==> src/rtl/chip8_pkg.sv <==
// Shared CHIP-8 constants and the state encoding of the bulk register-transfer sequencer.
package chip8_pkg;

  localparam int ADDR_W    = 12;
  localparam int NUM_REGS  = 16;
  localparam int REG_IDX_W = $clog2(NUM_REGS);

  typedef enum logic [2:0] {
    ST_IDLE,
    ST_STORE,
    ST_LOAD,
    ST_LOAD_LAST,
    ST_FINISH
  } state_e;

endpackage

==> src/rtl/chip8_reg_transfer.sv <==
// FX55/FX65 sequencer: moves V0..Vx to or from memory at I, one byte per cycle,
// and hands back the advanced I (I + x + 1).
module chip8_reg_transfer #(
  parameter int ADDR_W = chip8_pkg::ADDR_W
) (
  input  logic              clk,
  input  logic              reset,
  input  logic              start,
  input  logic              load,
  input  logic [3:0]        last_reg,
  input  logic [ADDR_W-1:0] base_addr,
  output logic              busy,
  output logic              done,
  output logic [ADDR_W-1:0] i_out,
  output logic              i_write_enable,
  output logic [3:0]        rf_read_select,
  input  logic [7:0]        rf_read_data,
  output logic              rf_write_enable,
  output logic [3:0]        rf_write_select,
  output logic [7:0]        rf_write_data,
  output logic [ADDR_W-1:0] mem_addr,
  output logic              mem_write_enable,
  output logic [7:0]        mem_write_data,
  input  logic [7:0]        mem_read_data
);
  import chip8_pkg::*;

  state_e                state_q, state_d;
  logic [REG_IDX_W-1:0]  idx_q, idx_d;
  logic [REG_IDX_W-1:0]  last_q, last_d;
  logic [ADDR_W-1:0]     base_q, base_d;
  logic                  valid_q, valid_d;
  logic [ADDR_W-1:0]     cur_addr;

  assign cur_addr = base_q + ADDR_W'(idx_q);

  // NOTE: all state, including the latched operands, is cleared by the synchronous reset
  // so that no strobe can fire in the cycle after reset, even mid-transfer.
  always_ff @(posedge clk) begin
    if (!reset) begin
      state_q <= ST_IDLE;
      idx_q   <= '0;
      last_q  <= '0;
      base_q  <= '0;
      valid_q <= 1'b0;
    end else begin
      // NOTE: non-blocking assignments so every register sees the pre-edge values of the others.
      state_q <= state_d;
      idx_q   <= idx_d;
      last_q  <= last_d;
      base_q  <= base_d;
      valid_q <= valid_d;
    end
  end

  // NOTE: every signal gets a default before the case so no latch is inferred.
  always_comb begin
    state_d = state_q;
    idx_d   = idx_q;
    last_d  = last_q;
    base_d  = base_q;
    valid_d = 1'b0;
    unique case (state_q)
      ST_IDLE: begin
        if (start) begin
          last_d  = last_reg;
          base_d  = base_addr;
          idx_d   = '0;
          state_d = load ? ST_LOAD : ST_STORE;
        end
      end
      ST_STORE: begin
        if (idx_q == last_q) state_d = ST_FINISH;
        else                 idx_d   = idx_q + 1'b1;
      end
      ST_LOAD: begin
        // The address issued now returns data next cycle.
        valid_d = 1'b1;
        if (idx_q == last_q) state_d = ST_LOAD_LAST;
        else                 idx_d   = idx_q + 1'b1;
      end
      ST_LOAD_LAST: state_d = ST_FINISH;
      ST_FINISH:    state_d = ST_IDLE;
      default:      state_d = ST_IDLE;
    endcase
  end

  always_comb begin
    busy             = (state_q != ST_IDLE);
    done             = 1'b0;
    i_out            = '0;
    i_write_enable   = 1'b0;
    rf_read_select   = '0;
    rf_write_enable  = 1'b0;
    rf_write_select  = '0;
    rf_write_data    = '0;
    mem_addr         = '0;
    mem_write_enable = 1'b0;
    mem_write_data   = '0;
    unique case (state_q)
      ST_STORE: begin
        rf_read_select   = idx_q;
        mem_addr         = cur_addr;
        mem_write_enable = 1'b1;
        mem_write_data   = rf_read_data;
      end
      ST_LOAD: begin
        mem_addr = cur_addr;
        if (valid_q) begin
          rf_write_enable = 1'b1;
          rf_write_select = idx_q - 1'b1;
          rf_write_data   = mem_read_data;
        end
      end
      ST_LOAD_LAST: begin
        rf_write_enable = 1'b1;
        rf_write_select = last_q;
        rf_write_data   = mem_read_data;
      end
      ST_FINISH: begin
        done           = 1'b1;
        i_write_enable = 1'b1;
        i_out          = base_q + ADDR_W'(last_q) + ADDR_W'(1);
      end
      default: ;
    endcase
  end

endmodule

==> config.mk <==
export PLATFORM = sky130hd
export DESIGN_NAME = chip8_reg_transfer
export DESIGN_NICKNAME = d
export VERILOG_FILES = /design/src/rtl/chip8_pkg.sv /design/src/rtl/chip8_reg_transfer.sv
export SDC_FILE = /design/constraint.sdc
export NUM_CORES = 1
export LEC_CHECK = 0
export ABC_AREA = 1
export CAP_MARGIN = 20
export CORE_MARGIN = 10
export CORE_UTILIZATION = 42
export DETAILED_ROUTE_END_ITERATION = 12
export GPL_TIMING_DRIVEN = 0
export HOLD_SLACK_MARGIN = 0.03
export PLACE_DENSITY = 0.8
export SYNTH_ARGS = -nofsm -noshare
export SYNTH_HDL_FRONTEND = slang
export SYNTH_SLANG_ARGS = --single-unit
export TNS_END_PERCENT = 5
==> constraint.sdc <==
create_clock -name clk -period 2.6 [get_ports clk]
set_input_delay 0.52 -clock clk [delete_from_list [all_inputs] [get_ports clk]]
set_output_delay 0.52 -clock clk [all_outputs]
set_load 0.02 [all_outputs]
-- Word level (Yosys, flattened, before mapping)
Cells that the tools add are included.
- output and inout bits: 53
- register bits: 24
- input port bits: 36
- logic and storage cells: 47
- mux-type cells: 21
- equal/unequal tests: 9
- reductions and logical operators: 7
- add/subtract/negate cells: 5
- operators by type and width (cell ; count):
    $add 12x4->12 ; 2
    $mux 12 ; 2
    $mux 4 ; 4
    $mux 8 ; 2
    $pmux 4 s2 ; 2
    $pmux 8 s2 ; 1
    $add 12x1->12 const B ; 1
    $pmux 3 s4 ; 1
    $mux 3 ; 3
    $ne 2x2->1 const B ; 4
    $eq 3x2->1 const B ; 2
    $reduce_and 3->1 ; 2
    $add 4x1->4 const B ; 1
    $eq 4x4->1 ; 1
    $mux 1 ; 4
    $sub 4x1->4 const B ; 1
    $eq 3x1->1 const B ; 1
    $eq 3x3->1 const B ; 1
    $logic_not 3->1 ; 1
    $reduce_bool 3->1 ; 1
    $mux 2 ; 1
    $pmux 1 s2 ; 1
    $reduce_and 2->1 ; 1
    $reduce_bool 2->1 ; 1
    $reduce_or 2->1 ; 1

-- Depth between registers and ports, before layout
Gate-level depths: netlist of run 1.
- depth in word-level cells: 4
- depth in mapped cells: 11
- gate-level depth less buffers: 11

-- Least setup slack after synthesis of run 1
No wires, ideal clock.
- kind: register to output
- start point: reg last_q[0]
- end point: out i_out[6]
- cell stages (with the launch flop): 11
- path buffers: 0
- setup slack: 268 ps
- required time: 2080 ps
- arrival time: 1812 ps
- path through: dfxtp_1 -> inv_1 -> ha_1 -> fa_1 -> inv_1 -> nand3_1 -> nand2_1 -> nand2_1 -> inv_1 -> a21oi_1 -> nor3_1
- cells in the longest elaborated chain, start to end: 3
- RTL lines (what ; RTL line ; source):
    from (decl) ; chip8_reg_transfer.sv:30 ; logic [REG_IDX_W-1:0] last_q, last_d;
    from (signal assigned) ; chip8_reg_transfer.sv:50 ; last_q <= last_d;
    $add 12x4->12 ; chip8_reg_transfer.sv:123 ; i_out = base_q + ADDR_W'(last_q) + ADDR_W'(1);
    $add 12x1->12 ; chip8_reg_transfer.sv:123 ;
    $mux 12 ; chip8_reg_transfer.sv:100 ; unique case (state_q)
    to (decl) ; chip8_reg_transfer.sv:14 ; output logic [ADDR_W-1:0] i_out,
No other way between the ends.

-- Worst setup path in the final report of run 1
- start point: reg base_q[0]
- end point: out i_out[6]
- cells in the longest elaborated chain, start to end: 3
- RTL lines (what ; RTL line ; source):
    from (decl) ; chip8_reg_transfer.sv:31 ; logic [ADDR_W-1:0] base_q, base_d;
    from (signal assigned) ; chip8_reg_transfer.sv:51 ; base_q <= base_d;
    $add 12x4->12 ; chip8_reg_transfer.sv:123 ;
    $add 12x1->12 ; chip8_reg_transfer.sv:123 ;
    $mux 12 ; chip8_reg_transfer.sv:100 ;
No other way between the ends.

==> flow_summary.yaml, run 1 <==
status:
  status: "complete, but fails checks"
  violations: "setup timing"
yosys:
  synth-compound-area-share_pct: 16.40
  syn_avg_cell_area_sq_um: 6.084
  async_reset_ff_share_pct: 0
  synth-xor-area-share_pct: 2.242
  synth_fa_ha_area_share_pct: 8.456
  yosysTopAreaCellShare_pct: 24.60
  synthSimpleGateAreaFrac_pct: 35.68
  syn_area_sq_um: 1953
  ys_types: 28
  ys.flop_type: "dfxtp_1"
  synth_top_family_by_area: "simple AND/OR/NAND/NOR gates"
  synth.largest_area_cell: "dfxtp_1"
  synth_nets: 369
  seq_area_frac_synth_pct: 24.60
  synth_edf_count: 0
  synth.area.top_cells: "dfxtp_1 25%, nand2_1 13%, nor2_1 10%, inv_1 9.4%, a21oi_1 8.7%"
  yosys_warnings: 0
  synth_seq_cells: 24
  syn_inst: 321
  synth_mux_area_share_pct: 0
global_routing:
  grt_max_degree: 15
  grt-ovfl-total: 0
  antenna_found_initial: 0
  grt_pass1_vias: 2269
  grtUsageTotal_pct: 17.37
  grt_pass1_wl_um: 11070
setup_path:
  crit_type: "reg2out"
  cp-endpoint: "i_out[6]"
  reg2reg_slack_ns: 1.09
  arrival_ns: 2.10
  reg2reg_depth: 10
  required_ns: 2.08
  crit_fanout: 3
  crit_slowest_cell: "fa_1"
  cp.buffers_inverters: 4
  end_kind: "output pin"
  reg2reg_to: "idx_q[3]"
  cpPeakStageDelay_ns: 0.37
  path_cells: "inv_2 -> ha_4 -> fa_1 -> inv_2 -> nand3_1 -> nand2_2 -> nand2_4 -> inv_2 -> a21oi_1 -> nor3_1 -> buf_2"
  setup.worst_path.start: "base_q[0]"
  critPathTopFamily: "adder cells"
  cpMostUsedCell: "inv_2"
  start_kind: "register"
  worstReg2RegStart: "idx_q[3]"
  worstSetupPathDepth: 11
timing:
  fmax_mhz: 381.6
  min_period_over_period_pct: 100.8
  fin_skew_ns: 0.008536
  hold_viol: 0
  rsz0062_at_grt: "yes"
  max_slew_margin_pct: 74.48
  finalSetupTns_ns: -0.02078
  fin_ws_ns: -0.02078
  tightest_slew_ns: 0.3808
  layout_min_cycle_time_ns: 2.621
  setup_violations: 1
  final_max_slew_viol_count: 0
pwr:
  leakage_nw: 1.521
  powerDensity_nw_per_um2: 855.9
  ir_worst_vdd_v: 0.0008062
  power_mw: 2.606
detailed_routing:
  vias: 2428
  avgRoutedWirePerCell_um: 14.93
  dr.first_iter.drc_count: 225
  wirelength_um: 6988
  viasPerCell: 5.188
  firstDrtPassIters: 5
  drc: 0
  postRouteAntennaNets: 0
placement:
  place.port_buffers: 88
  dp_hpwl_um: 5450
  gp_congestion: 0.8858
  placed_area_sq_um: 2899
die:
  die_area_sq_um: 7778
  start_util_pct: 44.25
  rows: 24
  core_sq_um: 4414
  io_pins: 89
  fp.dieH_um: 88.20
  die_w_um: 88.20
min_path:
  worstHoldPathType: "reg2reg"
cells_and_area:
  final_common_cell: "nand2_1"
  stdcell_area_sq_um: 3044
  n_antenna_cell: 0
  final_cell_mix: "66 x nand2_1, 61 x clkdlybuf4s50_1, 53 x nor2_1"
  drive_above_1_share_pct: 15.38
  fin_util_pct: 68.96
  area_delta_synth_final_pct: 55.86
  fin_nets: 465
clock_network:
  insertion_delay_ns: 0.27
  clkTransAtPathRegs_ns: 0.09
  cts_tree: "done"
  clockBufferDepth: 2
  cts.sinks: 24
  cts_made_buffers: 3
  cts_root_buffer: "clkbuf_8"
  cts_max_level: 1
job:
  max_cap_viol_count: 0
==> worst reg2reg max path, stage by stage (launching register included) <==
cell and delay (ns):
dfxtp_1 0.49, inv_1 0.11, nand2_1 0.08, nand2_1 0.06, nor2_1 0.16, nand2_1 0.15
nand2_4 0.15, nand2_4 0.07, nand2_1 0.06, nand2_1 0.04, nor2_1 0.08
==> routing by layer <==
metal / wire length [um] / global-route usage, % / part of all wire (%) / up-vias
li1: - / - / - / 1213
met4: 127 / 4.280 / 1.8 / 0
met1: 2804 / 21.10 / 40 / 1113
met5: 0 / 0 / 0 / -
met2: 3699 / 31.32 / 53 / 90
met3: 357 / 2.136 / 5.1 / 12
==> state kept, by name (all words and copies together), names as in the netlist <==
name / count
state_q: 3
valid_q: 1
idx_q: 4
base_q: 12
last_q: 4
==> timing repair <==
item                                    CTS  global route
hold buffers                              0             0
pin swaps                                 1             4
gates resized for setup                  60            39
buffers inserted                          1             2
endpoints found under the setup margin   26            26
==> layout make-up <==
| type | count | area, sq um |
|---|---|---|
| plain buffers | 8 | 47.55 |
| repair buffers | 91 | 859.6 |
| flip-flops and latches | 24 | 493.0 |
| well taps | 52 | 65.06 |
| clock inverters | 1 | 30.03 |
| fillers | 377 | 1370 |
| clock buffers | 3 | 41.29 |
| inverters | 53 | 198.9 |
| multi-input cells | 236 | 1309 |
==> synthesized netlist by cell type, types with 2 or more instances <==
cell type	count
nand3_1	17
xor2_1	3
o21ai_0	17
a21oi_1	34
ha_1	10
inv_1	49
buf_4	3
nor2_4	2
a31oi_1	2
inv_2	3
nand2_4	4
o21ai_1	4
nand2_1	68
dfxtp_1	24
nor3_1	6
nor2_1	54
o22ai_1	4
xnor2_1	2
fa_1	2
buf_2	5
==> how the worst min path moves through the flow <==
stage	startpoint	endpoint	slack, ns	depth (start not counted)
after global placement	base_q[10]	base_q[10]	0.49	2
after detailed placement	base_q[0]	base_q[0]	0.50	2
final	base_q[2]	base_q[2]	0.51	2
after global routing	base_q[2]	base_q[2]	0.53	2
after floorplan	base_q[0]	base_q[0]	0.45	2
after CTS	base_q[0]	base_q[0]	0.50	2
==> metrics by stage <==
| stage | hold slack [ns] | cells | setup slack (ns) |
|---|---|---|---|
| after floorplan | 0.4506 | 321 | 0.2681 |
| after global placement | 0.4865 | 461 | -0.2202 |
| after detailed placement | 0.4994 | 461 | -0.2715 |
| after CTS | 0.5013 | 466 | -0.07180 |
| after global routing | 0.5259 | 468 | -0.1247 |
| final | 0.5114 | 468 | -0.02078 |
==> kinds of logic after synthesis <==
family,after synthesis
fa+ha+maj,12
buf+inv,61
simple gates,157
flops,24
xor+xnor,5
compound gates,62
==> where the power goes <==
group          internal, mW  switching, mW
combinational         0.640          0.983
clock                 0.206          0.130
sequential            0.488          0.159
total                  1.33           1.27
No activity file was read; power rests on OpenSTA's default activity.
==> inputs of run 2 (changes only) <==
- RECOVER_POWER: unset -> 100
==> run 2 against run 1 <==
Net effect:
- the flow still finishes with violations (setup timing)
- sequential power about the same
- total power decreased by 2.0%
- largest power group unchanged
- combinational power decreased by 3%
==> flow_summary.yaml, run 2 (synthesis results as in run 1) <==
detailed_routing:
  dr.max_layer_used: "met4"
  postRouteAntennaNets: 0
  met3_length_um: 439
  viasPerCell: 5.090
  vias: 2382
  met2_length_um: 3657
  wirelength_um: 6981
  firstDrtPassIters: 5
  avgRoutedWirePerCell_um: 14.92
  wl_met1_um: 2759
  dr.first_iter.drc_count: 201
  drc: 0
setup_path:
  crit_fanout: 3
  setup.worst_path.start: "base_q[0]"
  reg2reg_depth: 7
  reg2reg_slack_ns: 1.00
  start_kind: "register"
  cpPeakStageDelay_ns: 0.37
  end_kind: "output pin"
  path_cells: "inv_2 -> ha_4 -> fa_1 -> inv_2 -> nand3_1 -> nand2_2 -> nand2_4 -> inv_2 -> a21oi_1 -> nor3_1 -> buf_2"
  arrival_ns: 2.10
  cpMostUsedCell: "inv_2"
  crit_slowest_cell: "fa_1"
  reg2reg_to: "base_q[7]"
  crit_type: "reg2out"
  required_ns: 2.08
  cp-endpoint: "i_out[6]"
  worstReg2RegStart: "state_q[2]"
timing:
  fin_ws_ns: -0.02035
  final_max_slew_viol_count: 0
  finalSetupTns_ns: -0.02035
  hold_viol: 0
  tightest_slew_ns: 0.4964
  layout_min_cycle_time_ns: 2.620
  max_slew_margin_pct: 66.90
  hold_slack_ns: 0.5114
  fin_skew_ns: 0.006790
  setup_violations: 1
  fmax_mhz: 381.6
  rsz0062_at_grt: "yes"
  min_period_over_period_pct: 100.8
die:
  io_pins: 89
  die_area_sq_um: 7778
  core_sq_um: 4414
  fp.dieH_um: 88.20
  rows: 24
  start_util_pct: 44.25
  die_w_um: 88.20
placement:
  place.port_buffers: 88
  dp_hpwl_um: 5450
  gp_congestion: 0.8858
min_path:
  worstHoldPathType: "reg2reg"
  min_path_cells: 2
global_routing:
  grt_pass1_wl_um: 11070
  grt-ovfl-total: 0
  antenna_found_initial: 0
  grtUsageTotal_pct: 17.37
  grt_max_degree: 15
  grt_pass1_vias: 2269
cells_and_area:
  area_delta_synth_final_pct: 51.83
  final_cell_mix: "67 x nand2_1, 53 x nor2_1, 53 x clkdlybuf4s50_1"
  reg_top3: "base_q (12), idx_q (4), last_q (4)"
  final_common_cell: "nand2_1"
  largest_reg_flops: 12
  regMostFlops: "base_q"
  fillCellCount: 391
  fin_util_pct: 67.18
  drive_above_1_share_pct: 14.18
  n_antenna_cell: 0
  fin_nets: 465
clock_network:
  cts_max_level: 1
  insertion_delay_ns: 0.28
  cts.sinks: 24
  clkTransAtPathRegs_ns: 0.09
  hold_buffers: 0
  cts_root_buffer: "clkbuf_8"
  cts_made_buffers: 3
  cts_tree: "done"
  clockBufferDepth: 2
job:
  max_cap_viol_count: 0
pwr:
  leakage_nw: 1.378
  power_mw: 2.553
  ir_worst_vdd_v: 0.0007567
  powerDensity_nw_per_um2: 861.0
status:
  status: "complete, but fails checks"
  violations: "setup timing"
run 2: cell type report:
class                      count  area, sq um  area share [%]
multi-input combinational    236         1301           43.88
timing repair buffer          91        797.0           26.88
sequential                    24        493.0           16.62
inverter                      53        198.9           6.709
tap                           52        65.06           2.194
clock buffer                   3        41.29           1.392
buffer                         8        38.79           1.308
clock inverter                 1        30.03           1.013
run 2: worst min-delay path by stage:
| stage | slack [ns] | startpoint | end |
|---|---|---|---|
| 2_1_floorplan | 0.45 | base_q[0] | base_q[0] |
| 3_3_place_gp | 0.49 | base_q[10] | base_q[10] |
| 3_5_place_dp | 0.50 | base_q[0] | base_q[0] |
| 4_1_cts | 0.50 | base_q[0] | base_q[0] |
| 5_1_grt | 0.53 | base_q[2] | base_q[2] |
| 6_report | 0.51 | base_q[2] | base_q[2] |
run 2: stage by stage:
stage	setup WS (ns)	std cells	instance area, sq um
after floorplan	0.2681	321	1953
after global placement	-0.2202	461	2899
after detailed placement	-0.2715	461	2899
after CTS	-0.07180	466	2969
after global routing	-0.1247	468	2965
final	-0.02035	468	2965
run 2: critical path: cells and delay by family, from the launching register on:
family                   cells  cell delay (ns)
adder cells (fa/ha/maj)      2             0.53
buffers and inverters        4             0.42
AND/OR/NAND/NOR              4             0.46
AO/OA/AOI/OAI                1             0.06
flip-flops                   1             0.36
run 2: layer usage:
layer | vias to the layer above | GRT usage, %
met5 | - | 0
met4 | 0 | 4.280
met3 | 13 | 2.136
met2 | 81 | 31.32
met1 | 1082 | 21.10
li1 | 1206 | -
run 2: timing repair:
item                       4_1_cts  5_1_grt
setup buffers                    1        2
setup endpoints to repair       26       26
gates resized for setup         60       39
pin swaps                        1        4
run 2: report_power, final:
group          total (mW)  switching, mW  internal (mW)
logic                1.57          0.975          0.595
clock network       0.338          0.132          0.206
registers           0.645          0.157          0.488
==> inputs of run 3 (changes only) <==
- CORE_UTILIZATION: 42 -> 43
- CTS_BUF_LIST: unset -> sky130_fd_sc_hd__clkbuf_2 sky130_fd_sc_hd__clkbuf_4 sky130_fd_sc_hd__clkbuf_8
- PLACE_DENSITY: 0.8 -> 0.82
==> run 3 against run 2 <==
Net effect:
- the flow still finishes with violations (setup timing)
- core utilization up 0.15 points
- final cell count unchanged
- clock skew down 0.0034 ns
- critical endpoint is now i_out[9]
- sequential cell count unchanged
- critical path depth down 1
==> flow_summary.yaml, run 3 (synthesis results as in run 1) <==
clock_network:
  cts.sinks: 24
  cts_root_buffer: "clkbuf_8"
  insertion_delay_ns: 0.27
  cts_max_level: 1
  cts_made_buffers: 3
  clkTransAtPathRegs_ns: 0.09
  cts_tree: "done"
  clockBufferDepth: 2
timing:
  setup_violations: 1
  tightest_slew_ns: 0.4814
  layout_min_cycle_time_ns: 2.652
  final_max_slew_viol_count: 0
  hold_slack_ns: 0.5150
  finalSetupTns_ns: -0.05240
  fin_ws_ns: -0.05240
  fmax_mhz: 377.0
  rsz0062_at_grt: "yes"
  min_period_over_period_pct: 102.0
  hold_viol: 0
  max_slew_margin_pct: 67.91
  fin_skew_ns: 0.003368
cells_and_area:
  regMostFlops: "base_q"
  final_cell_mix: "66 x nand2_1, 52 x nor2_1, 46 x clkdlybuf4s50_1"
  reg_top3: "base_q (12), idx_q (4), last_q (4)"
  n_antenna_cell: 0
  stdcell_area_sq_um: 2952
  layout.cells.non_filler: 468
  fin_nets: 465
  fillCellCount: 400
  drive_above_1_share_pct: 15.14
  largest_reg_flops: 12
  area_delta_synth_final_pct: 51.12
  final_common_cell: "nand2_1"
die:
  core_sq_um: 4384
  rows: 24
  start_util_pct: 44.55
  die_w_um: 87.40
  die_area_sq_um: 7638
  fp.dieH_um: 87.40
  io_pins: 89
pwr:
  ir_worst_vdd_v: 0.0008737
  leakage_nw: 1.396
  powerDensity_nw_per_um2: 864.0
status:
  violations: "setup timing"
  status: "complete, but fails checks"
setup_path:
  start_kind: "register"
  reg2reg_depth: 7
  crit_fanout: 5
  end_kind: "output pin"
  critPathTopFamily: "simple AND/OR/NAND/NOR gates"
  worstSetupPathDepth: 10
  required_ns: 2.08
  path_cells: "ha_1 -> nand2_1 -> o21ai_2 -> nand2_1 -> nand2_1 -> nand2_1 -> nand2_1 -> nand2_1 -> nor2_1 -> clkdlybuf4s15_2"
  cpPeakStageDelay_ns: 0.37
  cp.buffers_inverters: 1
  reg2reg_slack_ns: 0.83
  reg2reg_to: "last_q[1]"
  arrival_ns: 2.13
  cpMostUsedCell: "nand2_1"
  crit_type: "reg2out"
  setup.worst_path.start: "base_q[2]"
  crit_slowest_cell: "ha_1"
  worstReg2RegStart: "state_q[0]"
placement:
  gp_congestion: 0.9100
  dp.cells: 461
  dp_hpwl_um: 5640
  place.port_buffers: 88
  placed_area_sq_um: 2899
detailed_routing:
  drc: 0
  dr.max_layer_used: "met4"
  wl_met1_um: 2728
  viasPerCell: 5.130
  vias: 2401
  wirelength_um: 7160
  postRouteAntennaNets: 0
  met3_length_um: 584
  dr.first_iter.drc_count: 176
  firstDrtPassIters: 4
  avgRoutedWirePerCell_um: 15.30
  met2_length_um: 3745
global_routing:
  antenna_found_initial: 0
  grt_pass1_wl_um: 11540
  grt_max_degree: 15
  grt-ovfl-total: 0
  grt_pass1_vias: 2331
  grtUsageTotal_pct: 18.25
job:
  max_cap_viol_count: 0
min_path:
  hp-start: "base_q[0]"
  hold_end: "base_q[0]"
  worstHoldPathType: "reg2reg"
  min_path_cells: 2
-- run 3: worst max-delay path by stage --
stage	to
final	i_out[9]
after global routing	i_out[9]
after CTS	i_out[10]
after detailed placement	i_out[8]
after global placement	i_out[8]
after floorplan	i_out[6]
-- run 3: timing repair --
action                                  CTS  global route
setup buffers                             0             3
gates resized for setup                  57            48
hold buffers                              0             0
endpoints found under the setup margin   30            28
pin swaps                                 0             4
-- run 3: metrics by stage --
step	worst slack, ns	power, mW	utilization, %
2_1_floorplan	0.2681	1.629	-
3_3_place_gp	-0.2126	2.166	66.12
3_5_place_dp	-0.2259	2.215	66.12
4_1_cts	-0.08201	2.530	67.35
5_1_grt	-0.2131	2.750	67.32
6_report	-0.05240	2.550	67.32
-- run 3: routing by layer --
metal / up-vias / track usage, %
li1: 1206 / -
met1: 1083 / 22.29
met2: 96 / 32.34
met3: 16 / 3.090
met4: 0 / 3.768
met5: - / 0
-- run 3: worst register-to-register path, delay by kind of cell (launching register included) --
family	cells	cell delay, ns
and+or+nand+nor	3	0.46
AOI/OAI and AO/OA	2	0.44
DFF	1	0.37
buffers and inverters	2	0.36
-- run 3: report_power, final --
part	leakage [nW]	switching, mW	internal [mW]
registers	0.201	0.145	0.486
clock network	0.0357	0.128	0.206
logic	1.16	1.00	0.584
-- run 3: layout make-up --
cell class / count / area, sq um / share of cell area [%]
multi-input cells: 236 / 1280 / 43.37
repair buffers: 91 / 800.8 / 27.13
flip-flops and latches: 24 / 490.5 / 16.62
inverters: 53 / 201.4 / 6.825
well taps: 52 / 65.06 / 2.204
plain buffers: 8 / 42.54 / 1.441
clock buffers: 3 / 41.29 / 1.399
clock inverters: 1 / 30.03 / 1.017
==> edit 1: new RTL, settings of run 2 <==
Re-encode `state_e` (5 states) as one-hot, 5 bits wide.
--- a/src/rtl/chip8_pkg.sv
+++ b/src/rtl/chip8_pkg.sv
@@ -7,8 +7,8 @@
 
-  typedef enum logic [2:0] {
-    ST_IDLE,
-    ST_STORE,
-    ST_LOAD,
-    ST_LOAD_LAST,
-    ST_FINISH
+  typedef enum logic [4:0] {
+    ST_IDLE      = 5'b00001,
+    ST_STORE     = 5'b00010,
+    ST_LOAD      = 5'b00100,
+    ST_LOAD_LAST = 5'b01000,
+    ST_FINISH    = 5'b10000
   } state_e;
Formal check against the unedited RTL: no difference found for any inputs over 10 cycles, from zero or initial values and one cycle with reset low; not proved beyond that.
==> edit 1 against run 2 <==
  * Sequential cell count increased by 2
  * Routed wire length increased by 4.7%
  * Clock skew shrank 0.0040 ns
  * Worst setup slack better by 0.010 ns
  * Design area grew 5.4%
  * The run still ends with setup timing left
  * Count of clock-buffer cells in the layout unchanged
  * Register-to-register slack got worse by 0.38 ns
  * Synthesized area increased by 6.2%
Power is not compared: it rests on default switching activity, and its combinational part moved more than twofold at a synthesized area within 25%.
==> edit 1: results (changes against run 2) <==
stage,metric,value,unit,change
sta,tightest_slew,0.525,ns,was 0.496 ns
grt,grt_pass1_wl,11100,µm,about the same
yosys,synthTopCellsByCount,"inv_1 (55), nor2_1 (52), nand2_1 (49)",,"was nand2_1 (68), nor2_1 (54), inv_1 (49)"
yosys,seq_area_frac_synth,0.251,,was 0.246
clock_tree,cts_resized,78,,was 60
yosys,synth_area_leaders,"dfxtp_1 (25%), inv_1 (10%), nor2_1 (9.4%)",,"was dfxtp_1 (25%), nand2_1 (13%), nor2_1 (10%)"
route,via_count,2427,,was 2382
sta,whs,0.517,ns,was 0.511 ns
critical_path,r2r_slack,0.62,ns,was 1.00 ns
outcome,violations,setup timing,,unchanged
cells_and_area,drive_above_1_share,0.175,,was 0.142
route,postRouteWirelength,7310,µm,was 6980 µm
placement,dp.cells,482,,was 461
clock_tree,cts_setup_buffers,0,,was 1
cells_and_area,fin_nets,471,,was 465
sta,fin_skew,0.00276,ns,was 0.00679 ns
grt,grt_max_degree,16,,was 15
outcome,status,"complete, but fails checks",,unchanged
grt,grt_pass1_vias,2304,,was 2269
cells_and_area,fillers,451,,was 391
route,drt_iter0_drc,174,,was 201
placement,dp_hpwl,5680,µm,was 5450 µm
placement,pre_cts_ws,-0.409,ns,was -0.272 ns
cells_and_area,fin_cells,489,,was 468
sta,setup_viol,2,,was 1
placement,place.gp.congestion,0.903,,was 0.886
yosys,syn-num-nets,375,,was 369
sta,fin_setup_tns,-0.0120,ns,was -0.0203 ns
cells_and_area,top_regs,"base_q x12, state_q x5",,"was base_q x12, idx_q x4, last_q x4"
sta,finalWorstSetupSlack,-0.00992,ns,was -0.0203 ns
[edit 1: cell families after synthesis]
group           Yosys count  synth area share
simple gates            142             0.318
xor+xnor                  5            0.0211
fa+ha+maj                12            0.0796
flops                    26             0.251
buf+inv                  70             0.144
compound gates           72             0.186
[edit 1: cell type report]
cell class | instances | share of cell area
plain buffers | 10 | 0.0172
clock buffers | 3 | 0.0132
clock inverters | 1 | 0.00961
inverters | 60 | 0.0721
multi-input cells | 231 | 0.439
flip-flops and latches | 26 | 0.170
well taps | 67 | 0.0268
repair buffers | 91 | 0.253
[edit 1: stage by stage]
step	cell area, µm²	total power [mW]	utilization
floorplan	2070	0.796	-
global placement	3040	0.941	0.639
detailed placement	3040	0.953	0.639
CTS	3100	1.30	0.652
global route	3130	1.43	0.657
finish	3130	1.34	0.657
[edit 1: path summary, 6_finish.rpt]
path / startpoint / endpoint
worst max register to register: state_q[0]$_SDFFE_PN1P_ / last_q[0]$_SDFFE_PN0P_
worst max-delay path: base_q[0]$_SDFFE_PN0P_ / i_out[10]
worst min register to register: base_q[11]$_SDFFE_PN0P_ / base_q[11]$_SDFFE_PN0P_
worst min-delay path: base_q[11]$_SDFFE_PN0P_ / base_q[11]$_SDFFE_PN0P_
[edit 1: routing by layer]
metal / vias up / part of all wire / track usage
met5: - / 0 / 0
met4: 0 / 0.0060 / 0.0239
met3: 7 / 0.050 / 0.0341
met2: 75 / 0.52 / 0.292
met1: 1111 / 0.42 / 0.189
li1: 1234 / - / -
[edit 1: worst reg2reg max path, delay by kind of cell, from the launching register on]
kind	cells	cell delay, ns
AOI/OAI and AO/OA	2	0.31
buffers and inverters	3	0.49
DFF	1	0.41
and+or+nand+nor	3	0.64
==> edit 2: new RTL, settings of run 2 <==
Without the edit above. Change the package constant `ADDR_W` from 12 to 11.
--- a/src/rtl/chip8_pkg.sv
+++ b/src/rtl/chip8_pkg.sv
@@ -3,3 +3,3 @@
 
-  localparam int ADDR_W    = 12;
+  localparam int ADDR_W    = 11;
   localparam int NUM_REGS  = 16;
Ports: changed (resized base_addr, i_out and mem_addr); port bits go from 89 to 86. No check against the original RTL was run, so the function may have changed too.
==> edit 2 against run 2 <==
  * Design area decreased by 7.8%
  * Critical path depth down 1
  * Synthesized area down 4.0%
  * Clock skew is 0.0024 ns lower
  * Worst setup slack improved by 0.097 ns
  * Via count decreased by 5.0%
  * Sequential cell count shrank 1
  * Die area is 3.1% lower
  * Count of clock-buffer cells in the layout unchanged
  * Maximum frequency rose by 3.8%
  * Routed wire length fell by 9.9%
  * Power down 16%
  * Critical path type unchanged
  * Largest power group unchanged
==> edit 2: results (changes against run 2) <==
stage,metric,value,unit,change
critical_path,path_max_fanout,9,,was 3
placement,dpl_cell_area,2790,µm²,was 2900 µm²
cells_and_area,num-multi-input-gates,222,,was 236
critical_path,worstSetupEndpoint,mem_addr[8],,was i_out[6]
cells_and_area,seq_share,0.172,,was 0.166
sta,whs,0.486,ns,was 0.511 ns
outcome,status,"finished, final reports clean",,"was complete, but fails checks"
route,via_count,2263,,was 2382
critical_path,cp_slowest_cell,dfxtp_4,,was fa_1
grt,grtUsageMet3,0.0310,,was 0.0214
clock_tree,cts_resized,56,,was 60
worst_hold_path,worstHoldStart,base_q[0]$_SDFFE_PN0P_,,was base_q[2]$_SDFFE_PN0P_
worst_hold_path,min_to,base_q[0]$_SDFFE_PN0P_,,was base_q[2]$_SDFFE_PN0P_
yosys,synth_cell_type_count,27,,was 28
sta,fin_skew,0.00438,ns,was 0.00679 ns
sta,finalCritPeriodShare,0.971,,was 1.01
critical_path,rr_endpoint,idx_q[3]$_SDFFE_PN0P_,,was base_q[7]$_SDFFE_PN0P_
placement,io_buffers,85,,was 88
critical_path,arrival,2.00,ns,was 2.10 ns
cells_and_area,nNonClkInverters,56,,was 53
critical_path,startpoint,idx_q[0]$_SDFFE_PN0P_,,was base_q[0]$_SDFFE_PN0P_
yosys,syn_area_per_cell,6.09,µm²,was 6.08 µm²
route,firstDrtPassIters,4,,was 5
grt,grt_use_total,0.165,,was 0.174
cells_and_area,buf_share,0.283,,was 0.282
yosys,synthTopCellsByCount,"nand2_1 (59), inv_1 (51), nor2_1 (49)",,"was nand2_1 (68), nor2_1 (54), inv_1 (49)"
grt,grtUsageMet2,0.302,,was 0.313
cells_and_area,top_regs,"base_q x11, idx_q x4, last_q x4",,"was base_q x12, idx_q x4, last_q x4"
placement,place.gp.congestion,0.924,,was 0.886
route,met1_length,2540,µm,was 2760 µm
cells_and_area,clk_share,0.0178,,was 0.0241
yosys,synth_compound_area_frac,0.171,,was 0.164
route,met2_length,3350,µm,was 3660 µm
critical_path,rr_worst_depth,11,,was 7
clock_tree,cts_setup_buffers,0,,was 1
grt,grt_pass1_wl,10400,µm,was 11100 µm
sta,tightest_slew,0.460,ns,was 0.496 ns
power_and_ir_drop,vdd_drop_max,0.571,mV,was 0.757 mV
-- edit 2: changes by cell type in the layout (fill, tap and decap cells not counted), sizes merged, moves of 4 or more --
cell | before | now
buf | 16 | 11
clkbuf | 18 | 25
clkdlybuf4s50 | 53 | 46
inv | 52 | 56
nand2 | 72 | 63
nand3 | 18 | 23
nor2 | 56 | 51
-- edit 2: worst min-delay path: stages, from the launching register on --
cell and delay [ns]:
dfxtp_1 0.32, inv_1 0.07, a21oi_1 0.06
-- edit 2: stage by stage --
stage / setup TNS (ns) / util
6_report: 0 / 0.632
3_3_place_gp: -1.56 / 0.645
5_1_grt: -0.408 / 0.632
3_5_place_dp: -1.86 / 0.645
2_1_floorplan: 0 / -
4_1_cts: -0.0547 / 0.651
-- edit 2: report_power, final --
part	internal (mW)	switching (mW)
Combinational	0.499	0.825
Clock	0.108	0.118
Sequential	0.459	0.144
